$ cat src/rtl/seg7_pkg.sv
// Shared constants for the 7-segment scan driver: active-low segment codes
// and the "everything off" patterns for segments and anodes.
package seg7_pkg;

  localparam logic [6:0] SEG_OFF = 7'h7F;
  localparam logic [3:0] AN_OFF  = 4'hF;

  // Active-low {g,f,e,d,c,b,a} for hex digits 0..F
  localparam logic [6:0] SEG_CODE [16] = '{
    7'h40, 7'h79, 7'h24, 7'h30, 7'h19, 7'h12, 7'h02, 7'h78,
    7'h00, 7'h10, 7'h08, 7'h03, 7'h46, 7'h21, 7'h06, 7'h0E
  };

endpackage

$ cat src/rtl/seg7_scan_driver_hex_to_seg.sv
// Combinational hex nibble to active-low segment decoder with a blanking
// override that forces every segment dark.
module hex_to_seg
  import seg7_pkg::*;
(
  input  logic [3:0] nibble,
  input  logic       blank,
  output logic [6:0] seg
);

  assign seg = blank ? SEG_OFF : SEG_CODE[nibble];

endmodule

$ cat src/rtl/seg7_scan_driver.sv
// Time-multiplexed 4-digit common-anode display driver: frame-latched value,
// per-slot anti-ghost blanking, leading-zero suppression and decimal points.
module seg7_scan_driver
  import seg7_pkg::*;
#(
  parameter int REFRESH_DIV  = 100000,
  parameter int BLANK_CYCLES = 1000,
  parameter int LZ_BLANK     = 1
) (
  input  logic        clk,
  input  logic        rst_n,
  input  logic [15:0] value,
  input  logic [3:0]  dp_mask,
  input  logic        enable,
  output logic [3:0]  an,
  output logic [6:0]  seg,
  output logic        dp,
  output logic        frame_done
);

  localparam int CW = $clog2(REFRESH_DIV);

  logic [CW-1:0] cnt_q, cnt_d;
  logic [1:0]    idx_q, idx_d;
  logic [15:0]   shadow_q, shadow_d;
  logic [3:0]    dp_sh_q, dp_sh_d;
  logic          first_q, first_d;
  logic [3:0]    an_q, an_d;
  logic [6:0]    seg_q, seg_d;
  logic          dp_q, dp_d;
  logic          fd_q, fd_d;

  logic          wrap;
  logic [3:0]    nib;
  logic          lz_dark;
  logic          lit;

  // Slot timing and frame-boundary shadow capture
  always_comb begin
    wrap     = (cnt_q == CW'(REFRESH_DIV - 1));
    cnt_d    = cnt_q;
    idx_d    = idx_q;
    shadow_d = shadow_q;
    dp_sh_d  = dp_sh_q;
    first_d  = first_q;
    fd_d     = 1'b0;
    if (enable) begin
      cnt_d = wrap ? '0 : cnt_q + CW'(1);
      if (wrap) idx_d = idx_q + 2'd1;
      fd_d = wrap && (idx_q == 2'd3);
      if ((wrap && (idx_q == 2'd3)) || first_q) begin
        shadow_d = value;
        dp_sh_d  = dp_mask;
        first_d  = 1'b0;
      end
    end
  end

  // Digit selection; a digit is dark when it and every digit to its left are zero
  always_comb begin
    nib     = shadow_q[3:0];
    lz_dark = 1'b0;
    case (idx_q)
      2'd0: nib = shadow_q[3:0];
      2'd1: begin nib = shadow_q[7:4];   lz_dark = (shadow_q[15:4]  == 12'h000); end
      2'd2: begin nib = shadow_q[11:8];  lz_dark = (shadow_q[15:8]  == 8'h00);   end
      2'd3: begin nib = shadow_q[15:12]; lz_dark = (shadow_q[15:12] == 4'h0);    end
      default: ;
    endcase
    if (LZ_BLANK == 0) lz_dark = 1'b0;
    lit  = enable && (cnt_q >= CW'(BLANK_CYCLES)) && !lz_dark;
    an_d = lit ? ~(4'b0001 << idx_q) : AN_OFF;
    dp_d = lit ? ~dp_sh_q[idx_q] : 1'b1;
  end

  hex_to_seg u_hex_to_seg (
    .nibble (nib),
    .blank  (!lit),
    .seg    (seg_d)
  );

  always_ff @(posedge clk) begin
    if (!rst_n) begin
      cnt_q    <= '0;
      idx_q    <= 2'd0;
      shadow_q <= 16'h0000;
      dp_sh_q  <= 4'h0;
      first_q  <= 1'b1;
      an_q     <= AN_OFF;
      seg_q    <= SEG_OFF;
      dp_q     <= 1'b1;
      fd_q     <= 1'b0;
    end else begin
      cnt_q    <= cnt_d;
      idx_q    <= idx_d;
      shadow_q <= shadow_d;
      dp_sh_q  <= dp_sh_d;
      first_q  <= first_d;
      an_q     <= an_d;
      seg_q    <= seg_d;
      dp_q     <= dp_d;
      fd_q     <= fd_d;
    end
  end

  assign an         = an_q;
  assign seg        = seg_q;
  assign dp         = dp_q;
  assign frame_done = fd_q;

endmodule

$ cat config.mk
export PLATFORM = sky130hd
export DESIGN_NAME = seg7_scan_driver
export DESIGN_NICKNAME = d
export VERILOG_FILES = /design/src/rtl/seg7_pkg.sv /design/src/rtl/seg7_scan_driver_hex_to_seg.sv /design/src/rtl/seg7_scan_driver.sv
export SDC_FILE = /design/constraint.sdc
export NUM_CORES = 1
export LEC_CHECK = 0
export ABC_AREA = 0
export CAP_MARGIN = 20
export CORE_UTILIZATION = 49
export CTS_BUF_LIST = sky130_fd_sc_hd__clkbuf_16
export CTS_CLUSTER_SIZE = 16
export DETAILED_ROUTE_END_ITERATION = 10
export PLACE_DENSITY_LB_ADDON = 0.15
export SLEW_MARGIN = 20
export SYNTH_ARGS = -nofsm -noshare
export SYNTH_HDL_FRONTEND = slang
export SYNTH_HIERARCHICAL = 1
export SYNTH_SLANG_ARGS = --single-unit
$ cat constraint.sdc
create_clock -name clk -period 2.6 [get_ports clk]
set_clock_uncertainty 0.05 [all_clocks]
set_input_delay 0.52 -clock clk [delete_from_list [all_inputs] [get_ports clk]]
set_output_delay 0.52 -clock clk [all_outputs]
set_load 0.005 [all_outputs]
==> results.tsv, run 1 <==
stage	metric	value	unit
synth	Synth Area in XOR/XNOR	3.656	%
global_route	initial antenna violation count	0	
min_path	depth of the worst hold-timing path	2	
setup_path	Worst Setup End Kind	register	
setup_path	Top delay family on crit path	compound AO/OA/AOI/OAI gates	
sta	Slew HR	40.08	%
setup_path	critical path, cell by cell	inv_1 -> ha_1 -> a222oi_1 -> mux2i_1 -> ha_1 -> nor2b_1 -> a2111oi_1 -> a31oi_1 -> nand2b_1	
synth	Synth cell types	45	
synth	largest family of logic cells by synthesized area	simple AND/OR/NAND/NOR gates	
setup_path	cells on worst reg2reg path	9	
cts	htree depth	2	
min_path	sink of the worst hold path	dp_sh_q[0]	
setup_path	CP arrival	2650	ps
placement	Routability Congestion	0.7796	
sta	crit path time final	2527	ps
sta	fmax	395.7	MHz
setup_path	Setup CP Type	reg2reg	
route	Vias/cell	5.192	
route	DRC Markers	0	
synth	Ys Warns	6	
synth	mux cell area share after synthesis	11.11	%
synth	Synth Area in Simple Gates	22.36	%
global_route	Congestion Overflow GR	0	
sta	Sum Neg Setup Slack	0	ps
global_route	met2 Use GR	31.45	%
cts	CTS buffer count	5	
run_status	status	finished clean	
final_layout	design area	3258	um^2
sta	final hold vios	0	
sta	Final Cycle Share	97.19	%
sta	final setup vio count	0	
power_and_ir_drop	cell area power density	498.2	nW/um^2
setup_path	Worst path slowest cell	a2111oi_1	
final_layout	Area Growth Syn to Fin	23.65	%
synth	FF+latch count, synth	53	
final_layout	# diodes	0	
route	Routed WL	5198	um
setup_path	CP Data Required Time	2730	ps
placement	Post-DP Area	3117	um^2
route	DRT antenna net count	0	
final_layout	NumNets Final	379	
global_route	M1 GR Usage	27.17	%
setup_path	Largest stage delay, worst path	470	ps
global_route	met3 Use GR	4.894	%
global_route	first-pass GRT wire length	8652	um
route	DRT iter0 DRCs	121	
synth	FFs w/ async S/R, synth	0	%
route	wire per inst	12.62	um
placement	HPWL Detailed	3768	um
setup_path	critical path launch point type	register	
cts	Sink Count	53	
setup_path	Most common cell on crit path	ha_1	
cts	clk_lat worst skew	290	ps
min_path	hold crit path type	reg2reg	
cts	hold_buf cts	0	
global_route	Total Routing Usage GR	20.15	%
global_route	pin count of the biggest net entering global routing	41	
power_and_ir_drop	worst vdd ir	0.0003627	V
synth	area of the mapped netlist	2635	um^2
floorplan	DIE AREA	5675	um^2
run	max-capacitance violation count	0	
setup_path	Max FO, Critical Path	6	
sta	worst slew pin tran	873.9	ps
route	Pre-Repair DR Iteration Count	5	
route	Vias	2139	
setup_path	worst reg2reg startpoint	idx_q[0]	
synth	EDFF count, synth	0	
floorplan	Rows	26	
synth	prevailing post-synth register cell	dfxtp_1	
floorplan	IO Pins	36	
cts	Reg clk slew, reported paths	60	ps
placement	pre-CTS WS	106.2	ps
cts	root buf cell	clkbuf_16	
setup_path	worst flop-to-flop path endpoint	seg[3]	
global_route	vias in the first global route	1911	
synth	Synth Net Count	338	
global_route	gr busiest metal	met2	
synth	post-synthesis sequential area ratio	40.27	%
setup_path	flop2flop setup slack	70	ps
sta	final worst slack	72.96	ps
cts	CTS tree	yes	
cts	buffer levels on the longest clock path	2	
synth	Mapped Cells	301	
power_and_ir_drop	Leak	0.001276	uW
final_layout	fin util	63.39	%
sta	WHS	407.4	ps
setup_path	Critical path buffers and inverters	1	
floorplan	Core ar.	5140	um^2
synth	syn_area_per_cell	8.754	um^2
floorplan	Die Width	75.33	um
min_path	hold path start	dp_sh_q[0]	
cts	setup bufs post-CTS	0	
final_layout	share of layout cells above drive strength 1	6.725	%
synth	post-synthesis compound-gate area fraction	10.26	%
placement	port bufs	35	
floorplan	Die Ht	75.33	um
floorplan	Initial Utilization	51.27	%
sta	Max Slew Vio Count	0	
cts	post-cts sizing count	0	
synth	Adder-Cell Fraction of Synth Area	6.648	%
## layer usage
layer | vias to the layer above | wire, um
li1 | 1123 | -
met1 | 961 | 2584
met2 | 50 | 2342
met3 | 5 | 201
met4 | 0 | 70
met5 | - | 0
## flip-flops by register name (all words and copies together) (netlist names)
| signal | flops |
|---|---|
| frame_done | 1 |
| seg | 7 |
| shadow_q | 16 |
| idx_q | 2 |
| cnt_q | 17 |
| dp | 1 |
| an | 4 |
| first_q | 1 |
| dp_sh_q | 4 |
## cell type report
| cell class | count | area, um^2 |
|---|---|---|
| Clock buffer | 5 | 125.1 |
| Multi-Input combinational cell | 214 | 1431 |
| Timing Repair Buffer | 47 | 465.4 |
| Fill cell | 488 | 1882 |
| Inverter | 21 | 78.83 |
| Sequential cell | 53 | 1062 |
| Clock inverter | 2 | 7.507 |
| Tap cell | 70 | 87.58 |
## cells in the mapped netlist, types with 3 or more instances
master	count	area [um^2]
dfxtp_1	53	1061
nand2_1	51	191.4
mux2i_1	27	270.3
inv_1	21	78.83
nor2_1	16	60.06
ha_1	14	175.2
o21ai_0	10	50.05
nand2b_1	9	56.30
nand3_1	9	45.04
xnor2_1	9	78.83
a21oi_1	8	40.04
clkbuf_1	7	26.28
nor3_1	6	30.03
a31oi_1	5	31.28
or4_1	5	37.54
a222oi_1	4	40.04
nand4_1	4	25.02
nor4_1	4	25.02
and3_1	3	18.77
buf_2	3	15.01
o31ai_1	3	22.52
## worst min-delay path: stages (launching register included)
cell and delay, ps:
dfxtp_1 310, nand2_1 50, mux2i_1 50
## stage by stage
stage | power (uW) | instances
final | 1623 | 412
after detailed placement | 1029 | 405
after global routing | 1693 | 412
after global placement | 1024 | 405
after floorplan | 964.9 | 301
after CTS | 1635 | 412
## report_power, final
| part | switching, uW | leakage (uW) | internal (uW) | total [uW] |
|---|---|---|---|---|
| sequential | 18.8 | 0.000432 | 836 | 855 |
| combinational | 75.5 | 0.000776 | 82.2 | 158 |
| clock | 266 | 0.0000685 | 345 | 611 |
| total | 360 | 0.00128 | 1260 | 1620 |
## cell families after synthesis
group                    Yosys count
AO/OA/AOI/OAI                     41
XOR/XNOR                          11
adder cells (fa/ha/maj)           14
buffers and inverters             34
flip-flops                        53
multiplexers                      28
AND/OR/NAND/NOR                  120
## worst max path at each step
stage / endpoint / start / cells after the start / slack, ps
floorplan: seg[3] / idx_q[0] / 10 / 140
finish: seg[3] / idx_q[0] / 9 / 70
CTS: seg[3] / idx_q[1] / 9 / 90
detailed placement: shadow_q[1] / enable / 6 / 110
global placement: shadow_q[0] / enable / 6 / 140
global route: seg[3] / idx_q[0] / 10 / -50
## cells in the final DEF, fill, tap and decap left out, drive strengths merged, types with 6 or more instances in the layout
cell and n:
a21oi 8, buf 12, clkdlybuf4s50 35, dfxtp 53
ha 14, inv 22, mux2i 27, nand2 51
nand2b 9, nand3 9, nor2 16, nor3 6
o21ai 11, or4 6, xnor2 9
Power figures use the tool's default switching activity.
==> inputs of run 2 (changes only) <==
--- a/config.mk
+++ b/config.mk
@@ -6,6 +6,7 @@
 export NUM_CORES = 1
 export LEC_CHECK = 0
 export ABC_AREA = 0
+export ABC_CLOCK_PERIOD_IN_PS = 2600
 export CAP_MARGIN = 20
 export CORE_UTILIZATION = 49
 export CTS_BUF_LIST = sky130_fd_sc_hd__clkbuf_16
==> results of run 2 <==
Final layout, timing and power as in run 1 (identical DEF).
==> inputs of run 3 (changes only) <==
--- a/config.mk
+++ b/config.mk
@@ -9,10 +9,10 @@
 export ABC_CLOCK_PERIOD_IN_PS = 2600
 export CAP_MARGIN = 20
 export CORE_UTILIZATION = 49
-export CTS_BUF_LIST = sky130_fd_sc_hd__clkbuf_16
 export CTS_CLUSTER_SIZE = 16
 export DETAILED_ROUTE_END_ITERATION = 10
 export PLACE_DENSITY_LB_ADDON = 0.15
+export SETUP_SLACK_MARGIN = 0.1
 export SLEW_MARGIN = 20
 export SYNTH_ARGS = -nofsm -noshare
 export SYNTH_HDL_FRONTEND = slang
==> run 3 against run 2 <==
  * Sequential power about the same
  * Register-to-register slack better by 180 ps
  * Sequential share of layout area up 0.10 points
  * Combinational power about the same
  * Flip-flop and latch count unchanged
==> results.tsv, run 3 (same netlist as run 1, synthesis figures left out) <==
stage	metric	value	unit	change
cts	Sink Count	53		unchanged
sta	crit path time final	2348	ps	was 2527 ps
global_route	vias in the first global route	1918		was 1911
final_layout	share of layout cells above drive strength 1	9.621	%	was 6.725%
sta	final setup vio count	0		unchanged
route	DRC Markers	0		unchanged
power_and_ir_drop	clock share of power	30.9	%	was 37.6%
final_layout	Area Growth Syn to Fin	23.27	%	was 23.65%
sta	RSZ-0062 raised after global routing	no		
route	Routed WL	5141	um	was 5198 um
placement	Post-DP Area	3117	um^2	unchanged
sta	Final Cycle Share	90.30	%	was 97.19%
power_and_ir_drop	worst vdd ir	0.0003281	V	was 0.0003627 V
sta	final hold vios	0		unchanged
placement	pre-CTS WS	106.2	ps	unchanged
min_path	depth of the worst hold-timing path	2		unchanged
sta	final worst slack	252.1	ps	was 72.96 ps
placement	Routability Congestion	0.7796		unchanged
final_layout	design area	3248	um^2	was 3258 um^2
route	Vias/cell	5.191		was 5.192
global_route	pin count of the biggest net entering global routing	41		unchanged
global_route	initial antenna violation count	0		unchanged
setup_path	WP depth	7		was 9
setup_path	CP arrival	2480	ps	was 2650 ps
floorplan	Core ar.	5140	um^2	unchanged
final_layout	# diodes	0		unchanged
power_and_ir_drop	Comb pwr share	11.0	%	was 9.7%
final_layout	Largest register FFs	17		unchanged
cts	htree depth	2		unchanged
power_and_ir_drop	Leak	0.001247	uW	was 0.001276 uW
setup_path	critical path, cell by cell	inv_1 -> ha_2 -> mux2i_1 -> inv_1 -> nor2_1 -> a31oi_1 -> nand2b_1		was inv_1 -> ha_1 -> a222oi_1 -> mux2i_1 -> ha_1 -> nor2b_1 -> a2111oi_1 -> a31oi_1 -> nand2b_1
run	max-capacitance violation count	0		unchanged
setup_path	Critical path buffers and inverters	2		was 1
setup_path	Max FO, Critical Path	11		was 6
global_route	Congestion Overflow GR	0		unchanged
global_route	M1 GR Usage	27.15	%	was 27.17%
global_route	first-pass GRT wire length	8597	um	was 8652 um
setup_path	Worst path slowest cell	mux2i_1		was a2111oi_1
power_and_ir_drop	sequential share of power	58.1	%	was 52.7%
setup_path	Top delay family on crit path	multiplexers		was compound AO/OA/AOI/OAI gates
cts	root buf cell	clkbuf_8		was clkbuf_16
cts	hold_buf cts	0		unchanged
global_route	met3 Use GR	4.233	%	was 4.894%
min_path	hold crit path type	reg2reg		unchanged
final_layout	most common cell after layout, fill and taps aside	dfxtp_1		unchanged
global_route	gr busiest metal	met2		unchanged
sta	fmax	425.9	MHz	was 395.7 MHz
floorplan	IO Pins	36		unchanged
sta	Slew HR	34.33	%	was 40.08%
setup_path	CP Data Required Time	2740	ps	was 2730 ps
placement	port bufs	35		unchanged
route	Pre-Repair DR Iteration Count	5		unchanged
floorplan	Die Ht	75.33	um	unchanged
cts	clk_lat worst skew	290	ps	about the same
setup_path	Most common cell on crit path	inv_1		was ha_1
placement	HPWL Detailed	3768	um	unchanged
setup_path	Largest stage delay, worst path	820	ps	was 470 ps
final_layout	commonest cells after routing, fill and taps aside	dfxtp_1, nand2_1, clkdlybuf4s50_1, mux2i_1, inv_1		unchanged
route	Vias	2144		was 2139
power_and_ir_drop	Cell Int Power	1131	uW	was 1263 uW
setup_path	Setup CP Type	reg2reg		unchanged
route	DRT antenna net count	0		unchanged
cts	CTS buffer count	5		unchanged
route	wire per inst	12.45	um	was 12.62 um
floorplan	Rows	26		unchanged
power_and_ir_drop	cell area power density	452.6	nW/um^2	was 498.2 nW/um^2
final_layout	Most flops, register	cnt_q		unchanged
cts	Reg clk slew, reported paths	80	ps	was 60 ps
global_route	Total Routing Usage GR	19.72	%	was 20.15%
setup_path	cells on worst reg2reg path	7		was 9
setup_path	Worst Setup End Kind	register		unchanged
sta	worst slew pin tran	957.6	ps	was 873.9 ps
floorplan	Initial Utilization	51.27	%	unchanged
sta	Sum Neg Setup Slack	0	ps	unchanged
floorplan	Die Width	75.33	um	unchanged
power_and_ir_drop	sw power	339.1	uW	was 360.4 uW
final_layout	Filler Cell Count	490		was 488
route	DRT iter0 DRCs	140		was 121
power_and_ir_drop	total power draw	1470	uW	was 1623 uW
cts	CTS tree	yes		unchanged
final_layout	NumNets Final	380		was 379
setup_path	critical path launch point type	register		unchanged
run_status	status	finished clean		unchanged
sta	Max Slew Vio Count	0		unchanged
power_and_ir_drop	switching part of the total	23.07	%	was 22.20%
floorplan	DIE AREA	5675	um^2	unchanged
cts	buffer levels on the longest clock path	2		unchanged
global_route	met2 Use GR	31.55	%	was 31.45%
[run 3: changes by cell type in the layout (fill, tap and decap cells not counted), moves of 2 or more]
cell,delta
a2111oi_1,-2
a2111oi_2,+2
clkbuf_16,-5
clkbuf_8,+6
ha_1,-4
ha_2,+4
[run 3: power by group through the flow]
stage               clock, uW  combinational, uW  sequential [uW]
CTS                       471                157              854
global route              503                180              858
floorplan                   0               98.2              867
detailed placement          0                156              873
finish                    455                161              854
global placement            0                153              872
[run 3: final timing paths]
kind | start | to | slack, ps
worst max-delay path | idx_q[1] | seg[3] | 250
worst min-delay path | dp_sh_q[0] | dp_sh_q[0] | 410
worst max register to register | idx_q[1] | seg[3] | 250
worst min register to register | dp_sh_q[0] | dp_sh_q[0] | 410
[run 3: final cells by class]
cell class                      instances  area, um^2  area share (%)
Multi-Input combinational cell        214        1460           44.95
Sequential cell                        53        1062           32.70
Timing Repair Buffer                   48       473.0           14.56
Tap cell                               70       87.58           2.696
Clock buffer                            7       86.33           2.658
Inverter                               21       78.83           2.427
[run 3: repair_timing]
item,CTS,global route
resized for setup,2,10
buffers inserted,0,1
setup endpoints to repair,2,7
[run 3: layer usage]
metal	share of wire, %	wire (um)
met3	3.4	175
met1	50	2580
met4	0.56	29
met2	46	2356
met5	0	0
[run 3: worst min-delay path, cell delays in order (launching register included)]
cell and delay (ps):
dfxtp_1 310, nand2_1 50, mux2i_1 50
[run 3: per-stage QoR]
stage | utilization [%] | hold WS (ps) | instances
3_3_place_gp | 60.64 | 391.6 | 405
2_1_floorplan | - | 380.2 | 301
4_1_cts | 62.37 | 416.0 | 412
3_5_place_dp | 60.64 | 403.6 | 405
5_1_grt | 63.19 | 439.2 | 413
6_report | 63.19 | 409.5 | 413
